### src/rtl/dffe_ift_sink_fifo.sv
// Taint-tracking synchronous FIFO fed by the enable flip-flop stage.
// Each stored word carries a label; handshake taint folds into labels and status.
module dffe_ift_sink_fifo #(
  parameter int unsigned WIDTH   = 2,
  parameter int unsigned TAINT_W = 32,
  parameter int unsigned DEPTH   = 4
) (
  input  logic                     CLK,
  input  logic                     RST_N,
  input  logic [WIDTH-1:0]         D,
  input  logic [TAINT_W-1:0]       D_t,
  input  logic                     WR_EN,
  input  logic [TAINT_W-1:0]       WR_EN_t,
  input  logic                     RD_EN,
  input  logic [TAINT_W-1:0]       RD_EN_t,
  output logic [WIDTH-1:0]         Q,
  output logic [TAINT_W-1:0]       Q_t,
  output logic                     FULL,
  output logic                     EMPTY,
  output logic [TAINT_W-1:0]       STAT_t,
  output logic [$clog2(DEPTH):0]   COUNT
);

  localparam int unsigned PtrW = $clog2(DEPTH);
  localparam int unsigned CntW = PtrW + 1;

  logic [WIDTH-1:0]   mem_q [DEPTH];
  logic [TAINT_W-1:0] lab_q [DEPTH];
  logic [PtrW-1:0]    wr_ptr_q, rd_ptr_q;
  logic [CntW-1:0]    count_q, count_d;
  logic [WIDTH-1:0]   q_q;
  logic [TAINT_W-1:0] q_t_q, stat_t_q, stat_t_d;
  logic               push, pop;

  assign FULL  = (count_q == CntW'(DEPTH));
  assign EMPTY = (count_q == '0);
  assign push  = WR_EN & ~FULL;
  assign pop   = RD_EN & ~EMPTY;

  always_comb begin
    count_d = count_q;
    if (push && !pop) begin
      count_d = count_q + CntW'(1);
    end else if (pop && !push) begin
      count_d = count_q - CntW'(1);
    end
  end

  // Blocked requests still leak through the handshake, so gate on the raw enables.
  always_comb begin
    stat_t_d = stat_t_q;
    if (WR_EN) stat_t_d = stat_t_d | WR_EN_t;
    if (RD_EN) stat_t_d = stat_t_d | RD_EN_t;
  end

  always_ff @(posedge CLK or negedge RST_N) begin
    if (!RST_N) begin
      for (int i = 0; i < DEPTH; i++) begin
        mem_q[i] <= '0;
        lab_q[i] <= '0;
      end
      wr_ptr_q <= '0;
      rd_ptr_q <= '0;
      count_q  <= '0;
      q_q      <= '0;
      q_t_q    <= '0;
      stat_t_q <= '0;
    end else begin
      if (push) begin
        mem_q[wr_ptr_q] <= D;
        lab_q[wr_ptr_q] <= D_t | WR_EN_t;
        wr_ptr_q        <= wr_ptr_q + PtrW'(1);
      end
      if (pop) begin
        q_q      <= mem_q[rd_ptr_q];
        q_t_q    <= lab_q[rd_ptr_q] | RD_EN_t;
        rd_ptr_q <= rd_ptr_q + PtrW'(1);
      end
      count_q  <= count_d;
      stat_t_q <= stat_t_d;
    end
  end

  assign Q      = q_q;
  assign Q_t    = q_t_q;
  assign STAT_t = stat_t_q;
  assign COUNT  = count_q;

endmodule

### config.mk
export PLATFORM = sky130hd
export DESIGN_NAME = dffe_ift_sink_fifo
export DESIGN_NICKNAME = d
export VERILOG_FILES = /design/src/rtl/dffe_ift_sink_fifo.sv
export SDC_FILE = /design/constraint.sdc
export NUM_CORES = 1
export LEC_CHECK = 0
export CORE_MARGIN = 5
export CORE_UTILIZATION = 50
export DETAILED_ROUTE_END_ITERATION = 10
export PLACE_DENSITY = 0.88
export RECOVER_POWER = 100
export REMOVE_ABC_BUFFERS = 1
export SYNTH_ARGS = -nofsm -noshare
export SYNTH_HDL_FRONTEND = slang
export SYNTH_SLANG_ARGS = --single-unit
export TNS_END_PERCENT = 10
### constraint.sdc
create_clock -name CLK -period 2.6 [get_ports CLK]
set_input_delay 0.78 -clock CLK [delete_from_list [all_inputs] [get_ports CLK]]
set_output_delay 0.78 -clock CLK [all_outputs]
set_load 0.01 [all_outputs]
---- After elaboration in Yosys (flattened, before gate mapping) ----
Cells that the tools add are included.
operators by class
  reductions and logical operators ........ 7
  shift operators ......................... 0
  add/sub/neg operators ................... 4
  eq/ne operators ......................... 1
  magnitude comparators ................... 3
  bitwise gates (word level) .............. 10
  divide/modulo/power cells ............... 0
  muxes and demuxes ....................... 16
  $mul .................................... 0
operator list
  kind                                                        count
  2-to-1 mux 32 bit                                           5
  bitwise mux 128 bit                                         1
  OR 32 bit                                                   4
  binary-select mux 32 bit (select 2 bit)                     1
  demux 32 bit (select 2 bit)                                 1
  bitwise mux 8 bit                                           1
  >= comparator 3 bit, second input constant                  2
  2-to-1 mux 2 bit                                            3
  2-to-1 mux 3 bit                                            2
  NOT 2 -> 3 bit                                              2
  adder 2 x 1 -> 2 bit, second input constant                 2
  binary-select mux 2 bit (select 2 bit)                      1
  demux 2 bit (select 2 bit)                                  1
  adder 3 x 1 -> 3 bit, second input constant                 1
  == test 3 bit, second input constant                        1
  logical AND 1 bit                                           3
  logical NOT 3 bit                                           1
  less-than comparator 3 x 1 -> 1 bit, second input constant  1
  subtractor 3 x 1 -> 3 bit, second input constant            1
  bitwise AND 1 bit                                           2
  logical NOT 1 bit                                           2
  NOT 1 bit                                                   2
  nonzero test 2 bit                                          1
word-level totals
  output and inout port bits .............. 71
  bits in writable memories ............... 0
  input bits .............................. 102
  ROM bits ................................ 0
  bits in latches ......................... 0
  memories ................................ 0
  flip-flop bits (word level) ............. 209
  logic and storage cells ................. 55

---- Depth between registers and ports, before layout ----
  depth in word-level cells ............... 7
  depth in mapped cells ................... 11
  depth with buffers taken out ............ 9

---- Worst setup path after synthesis ----
Ideal clock, no wire load.
  kind .................................... in2reg
  start ................................... input RD_EN
  end ..................................... register count_q[2], in the netlist COUNT[2]
  data required time ...................... 2.521 ns
  stages .................................. 11
  buffers on the path ..................... 3
  data arrival time ....................... 2.482 ns
  slack ................................... 0.038 ns
  setup time .............................. 0.079 ns
  path through ............................ clkbuf_1 o31a_2 buf_2 inv_2 buf_2 ha_1 inv_1 fa_1 xor2_1 nor2_1 xor2_1
between the ends
  word-level cells in the longest chain between the ends .. 4
  elaborated cells on any way between the ends .. 6
  classes of those cells .................. 1 x mux; 1 x bitwise; 4 x reduce/logical
RTL lines
  element                                                        RTL line  text
  from (decl)                                                    14        input logic RD_EN,
  bitwise AND 1 bit *                                            38        assign pop = RD_EN & ~EMPTY;
  logical NOT 1 bit                                              42        if (push && !pop) begin
  logical AND 1 bit                                              42
  2-to-1 mux 3 bit / nonzero test 2 bit (equally long branches)  -
  to (signal assigned)                                           79        count_q <= count_d;
  to (decl)                                                      30        logic [CntW-1:0] count_q, count_d;
Mark *: on every way between the ends. The rest lies on a longest branch, timed or not.
A chain may end at the register's enable or synchronous reset.

---- Worst setup path in the final report ----
  start ................................... register count_q[0], in the netlist COUNT[0]
  end ..................................... output EMPTY
between the ends
  word-level cells in the longest chain between the ends .. 1
RTL lines
  element            RTL line  text
  logical NOT 3 bit  36        assign EMPTY = (count_q == '0);
  to (decl)          19        output logic EMPTY,
No other way between the ends.

==> metrics.txt <==
# TYPE chip_impl_metric gauge
chip_impl_metric{name="num_vias",unit=""} 5737
chip_impl_metric{name="synth-edff-count",unit=""} 0
chip_impl_metric{name="drtIter0Drc",unit=""} 227
chip_impl_metric{name="post_synth_and_or_nand_nor_area_fraction",unit=""} 0.0771
chip_impl_metric{name="synth_fa_ha_area_frac",unit=""} 0.00887
chip_impl_metric{name="worst-endpoint-required",unit="ns"} 1.82
chip_impl_metric{name="cts_hold_repair.buffers",unit=""} 0
chip_impl_metric{name="drt-vias-per-instance",unit=""} 5.54
chip_impl_info{name="outcome",value="complete, but fails checks"} 1
chip_impl_info{name="critical_path.cell_chain",value="nor3_1 -> clkdlybuf4s50_1"} 1
chip_impl_metric{name="gpl.final_weighted_congestion",unit=""} 0.698
chip_impl_metric{name="die-height",unit="um"} 146
chip_impl_metric{name="h-tree-depth",unit=""} 1
chip_impl_metric{name="global_route.overflow_total",unit=""} 0
chip_impl_metric{name="numPortBuffers",unit=""} 172
chip_impl_metric{name="finalSetupViolCount",unit=""} 0
chip_impl_metric{name="synth_cell_types",unit=""} 25
chip_impl_metric{name="route.detailed.wl_per_inst",unit="um"} 20.4
chip_impl_metric{name="detailedRoute.firstPassIterationCount",unit=""} 4
chip_impl_metric{name="seq_area",unit="sq um"} 5230
chip_impl_metric{name="max_slew.worst_pin.slew",unit="ns"} 1.54
chip_impl_info{name="timing.setup.critical_path_class",value="flip-flop to output port"} 1
chip_impl_info{name="synth_area_leaders",value="sky130_fd_sc_hd__dfrtp_1 56%, sky130_fd_sc_hd__mux2_4 9.7%, sky130_fd_sc_hd__mux2_2 9.4%"} 1
chip_impl_metric{name="overall_routed_net_length",unit="mm"} 21.1
chip_impl_metric{name="leakage",unit="nW"} 4.21
chip_impl_metric{name="synth_seq_cells",unit=""} 209
chip_impl_info{name="timing.critical_path.to_type",value="output port"} 1
chip_impl_metric{name="yosysWarnings",unit=""} 0
chip_impl_info{name="timing.hold.worst.class",value="input port to async pin"} 1
chip_impl_metric{name="critPathBufInv",unit=""} 1
chip_impl_metric{name="route.antenna.remaining_nets",unit=""} 0
chip_impl_metric{name="finalNonFillerCells",unit=""} 1036
chip_impl_metric{name="max_slew_margin",unit=""} -0.0281
chip_impl_metric{name="layout.core_utilization",unit=""} 0.632
chip_impl_metric{name="num_rows",unit=""} 50
chip_impl_metric{name="detailedPlace.worstSlack",unit="ns"} 0.237
chip_impl_metric{name="synth_xor_xnor_area_share",unit=""} 0.00564
chip_impl_metric{name="total_number_of_clock_tree_sinks",unit=""} 209
chip_impl_metric{name="filler_cell_count",unit=""} 1380
chip_impl_info{name="dominant_combinational_cell_family_by_area_after_synthesis",value="multiplexers"} 1
chip_impl_metric{name="track_usage",unit=""} 0.199
chip_impl_metric{name="complex_gate_fraction_of_the_synthesized_area",unit=""} 0.0355
chip_impl_info{name="unrepaired_setup_endpoints_after_global_routing",value="false"} 1
chip_impl_info{name="clock-root-buffer",value="sky130_fd_sc_hd__clkbuf_16"} 1
chip_impl_info{name="start_kind",value="flip-flop"} 1
chip_impl_metric{name="diodes",unit=""} 0
chip_impl_metric{name="drv.max_cap_violation_count",unit=""} 1
chip_impl_metric{name="area_delta_synth_final",unit="%"} 25.7
chip_impl_metric{name="worst-endpoint-arrival",unit="ns"} 1.74
chip_impl_metric{name="crit_path_max_incr_delay",unit="ns"} 0.59
chip_impl_metric{name="multi_input_gate_area_in_the_final_layout",unit="sq um"} 3550
chip_impl_metric{name="cts-buffers-inserted",unit=""} 22
chip_impl_metric{name="antenna_found_initial",unit=""} 0
chip_impl_info{name="timing.critical_path.slowest_stage_cell",value="sky130_fd_sc_hd__clkdlybuf4s50_1"} 1
chip_impl_metric{name="grt_pass1_vias",unit=""} 6394
chip_impl_metric{name="setup_tns",unit="ns"} 0
chip_impl_metric{name="setup_slack",unit="ns"} 0.0811
chip_impl_info{name="synth_flop_cell",value="sky130_fd_sc_hd__dfrtp_1"} 1
chip_impl_metric{name="layout_min_cycle_time",unit="ns"} 2.52
chip_impl_metric{name="total_power",unit="W"} 0.0129
chip_impl_metric{name="die-width",unit="um"} 146
chip_impl_metric{name="drc",unit=""} 0
chip_impl_metric{name="fmax",unit="MHz"} 397
chip_impl_metric{name="clock_insertion_delay_worst_skew",unit="ns"} 0.50
chip_impl_metric{name="timing.critical_path.fanout_max",unit=""} 6
chip_impl_info{name="mostFrequentLayoutCell",value="sky130_fd_sc_hd__dfrtp_1"} 1
chip_impl_metric{name="seq_area_frac_synth",unit=""} 0.562
chip_impl_metric{name="die_area",unit="sq um"} 21400
chip_impl_metric{name="grt_max_degree",unit=""} 65
chip_impl_metric{name="clock_skew_after_layout",unit="ns"} 0.0108
chip_impl_metric{name="post-route-period-util",unit=""} 0.969
chip_impl_metric{name="irDropWorstVdd",unit="V"} 0.000660
chip_impl_metric{name="worst_setup_hold_path_clk_slew",unit="ns"} 0.06
chip_impl_info{name="cp_top_family",value="buffers and inverters"} 1
chip_impl_metric{name="placed_cells",unit=""} 998
chip_impl_metric{name="synth-async-reset-ratio",unit=""} 1.00
chip_impl_metric{name="final_hold_viol_count",unit=""} 0
chip_impl_metric{name="initial_core_utilization",unit=""} 0.503
chip_impl_metric{name="detailed_place_hpwl",unit="mm"} 13.7
chip_impl_metric{name="yosys-mux-area-fraction",unit=""} 0.273
chip_impl_metric{name="finalMaxSlewViolations",unit=""} 65
chip_impl_metric{name="core_area",unit="sq um"} 18500
chip_impl_metric{name="post-cts-setup-buffer-count",unit=""} 0
chip_impl_info{name="most_frequent_cells_in_the_layout",value="206 x sky130_fd_sc_hd__dfrtp_1, 99 x sky130_fd_sc_hd__clkdlybuf4s50_1, 77 x sky130_fd_sc_hd__mux2_2, 69 x sky130_fd_sc_hd__dlygate4sd3_1, 65 x sky130_fd_sc_hd__nor2_1"} 1
chip_impl_metric{name="post_synth_inst_count",unit=""} 611
chip_impl_metric{name="layout-drive-gt1-share",unit=""} 0.272
chip_impl_metric{name="grt_first_pass_wirelength",unit="mm"} 34.9
chip_impl_info{name="synth_largest_area_cell",value="sky130_fd_sc_hd__dfrtp_1"} 1
chip_impl_metric{name="finish.net_count",unit=""} 896
chip_impl_metric{name="synthDominantCellAreaShare",unit=""} 0.562
chip_impl_info{name="cts_tree",value="done"} 1
chip_impl_metric{name="pwr_density_cell",unit="nW/um^2"} 1100
chip_impl_metric{name="cts-root-to-sink-buffers",unit=""} 3
chip_impl_metric{name="syn-cell-area",unit="sq um"} 9310
chip_impl_metric{name="avgSynthCellArea",unit="sq um"} 15.2
chip_impl_info{name="violations",value="max-capacitance violations, max-slew violations"} 1
chip_impl_metric{name="num_io_pins",unit=""} 173
## power by group
group / switching, W / total (W) / internal, W
Combinational: 0.00171 / 0.00427 / 0.00256
Sequential: 0.000854 / 0.00541 / 0.00456
Clock: 0.00126 / 0.00323 / 0.00197
## cell usage after synthesis, types with 2 or more instances
cell and instances:
sky130_fd_sc_hd__nand3_4 4, sky130_fd_sc_hd__mux2_4 60, sky130_fd_sc_hd__nor3_1 33, sky130_fd_sc_hd__inv_1 5
sky130_fd_sc_hd__mux2_2 78, sky130_fd_sc_hd__buf_12 6, sky130_fd_sc_hd__mux4_2 34, sky130_fd_sc_hd__a221o_1 32
sky130_fd_sc_hd__ha_1 5, sky130_fd_sc_hd__nor2_1 65, sky130_fd_sc_hd__buf_8 6, sky130_fd_sc_hd__xnor2_1 4
sky130_fd_sc_hd__buf_2 8, sky130_fd_sc_hd__dfrtp_1 209, sky130_fd_sc_hd__nand2_1 8, sky130_fd_sc_hd__buf_1 2
sky130_fd_sc_hd__xor2_1 2, sky130_fd_sc_hd__clkbuf_1 10, sky130_fd_sc_hd__or2_2 32, sky130_fd_sc_hd__buf_4 3
## timing repair
action,in CTS,in global routing
gates resized for setup,2,0
setup endpoints to repair,1,0
hold endpoints to repair,0,0
## stage by stage
| step | area [sq um] | hold WS [ns] |
|---|---|---|
| after floorplan | 8980 | 0.474 |
| after global placement | 11200 | 0.465 |
| after detailed placement | 11200 | 0.462 |
| after CTS | 11900 | 0.196 |
| after global routing | 11700 | 0.204 |
| final | 11700 | 0.196 |
## final cells by class
| type | count | share of cell area |
|---|---|---|
| timing repair buffer | 189 | 0.159 |
| clock inverter | 9 | 0.0113 |
| tap | 234 | 0.0250 |
| multi-input combinational | 360 | 0.303 |
| inverter | 6 | 0.00192 |
| sequential | 209 | 0.447 |
| clock buffer | 29 | 0.0528 |
## path summary, 6_finish.rpt
kind / start / to / slack, ns / depth (start not counted)
worst min-delay path: RST_N / lab_q[125] / 0.20 / 1
worst max-delay path: COUNT[0] / EMPTY / 0.08 / 2
min in group CLK: STAT_t[26] / STAT_t[26] / 0.47 / 1
max in group asynchronous: RST_N / STAT_t[24] / 0.59 / 2
worst max register to register: COUNT[0] / lab_q[3] / 0.12 / 5
worst min register to register: STAT_t[26] / STAT_t[26] / 0.47 / 1
## logic make-up after synthesis
family          after synthesis
mux                         172
simple gates                143
fa+ha+maj                     6
compound gates               33
xor+xnor                      6
flops                       209
buf+inv                      42
## routing by layer
layer	up-vias	wire, um	GRT usage
li1	2578	-	-
met1	2975	8950	0.261
met2	152	10900	0.345
met3	32	944	0.0407
met4	0	377	0.0456
met5	-	0	0
## registers in the layout, summed over array words and instances (netlist names)
signal	flops
COUNT	3
Q	2
Q_t	32
STAT_t	32
lab_q	128
mem_q	8
rd_ptr_q	2
wr_ptr_q	2
(Power assumes the default switching activity.)
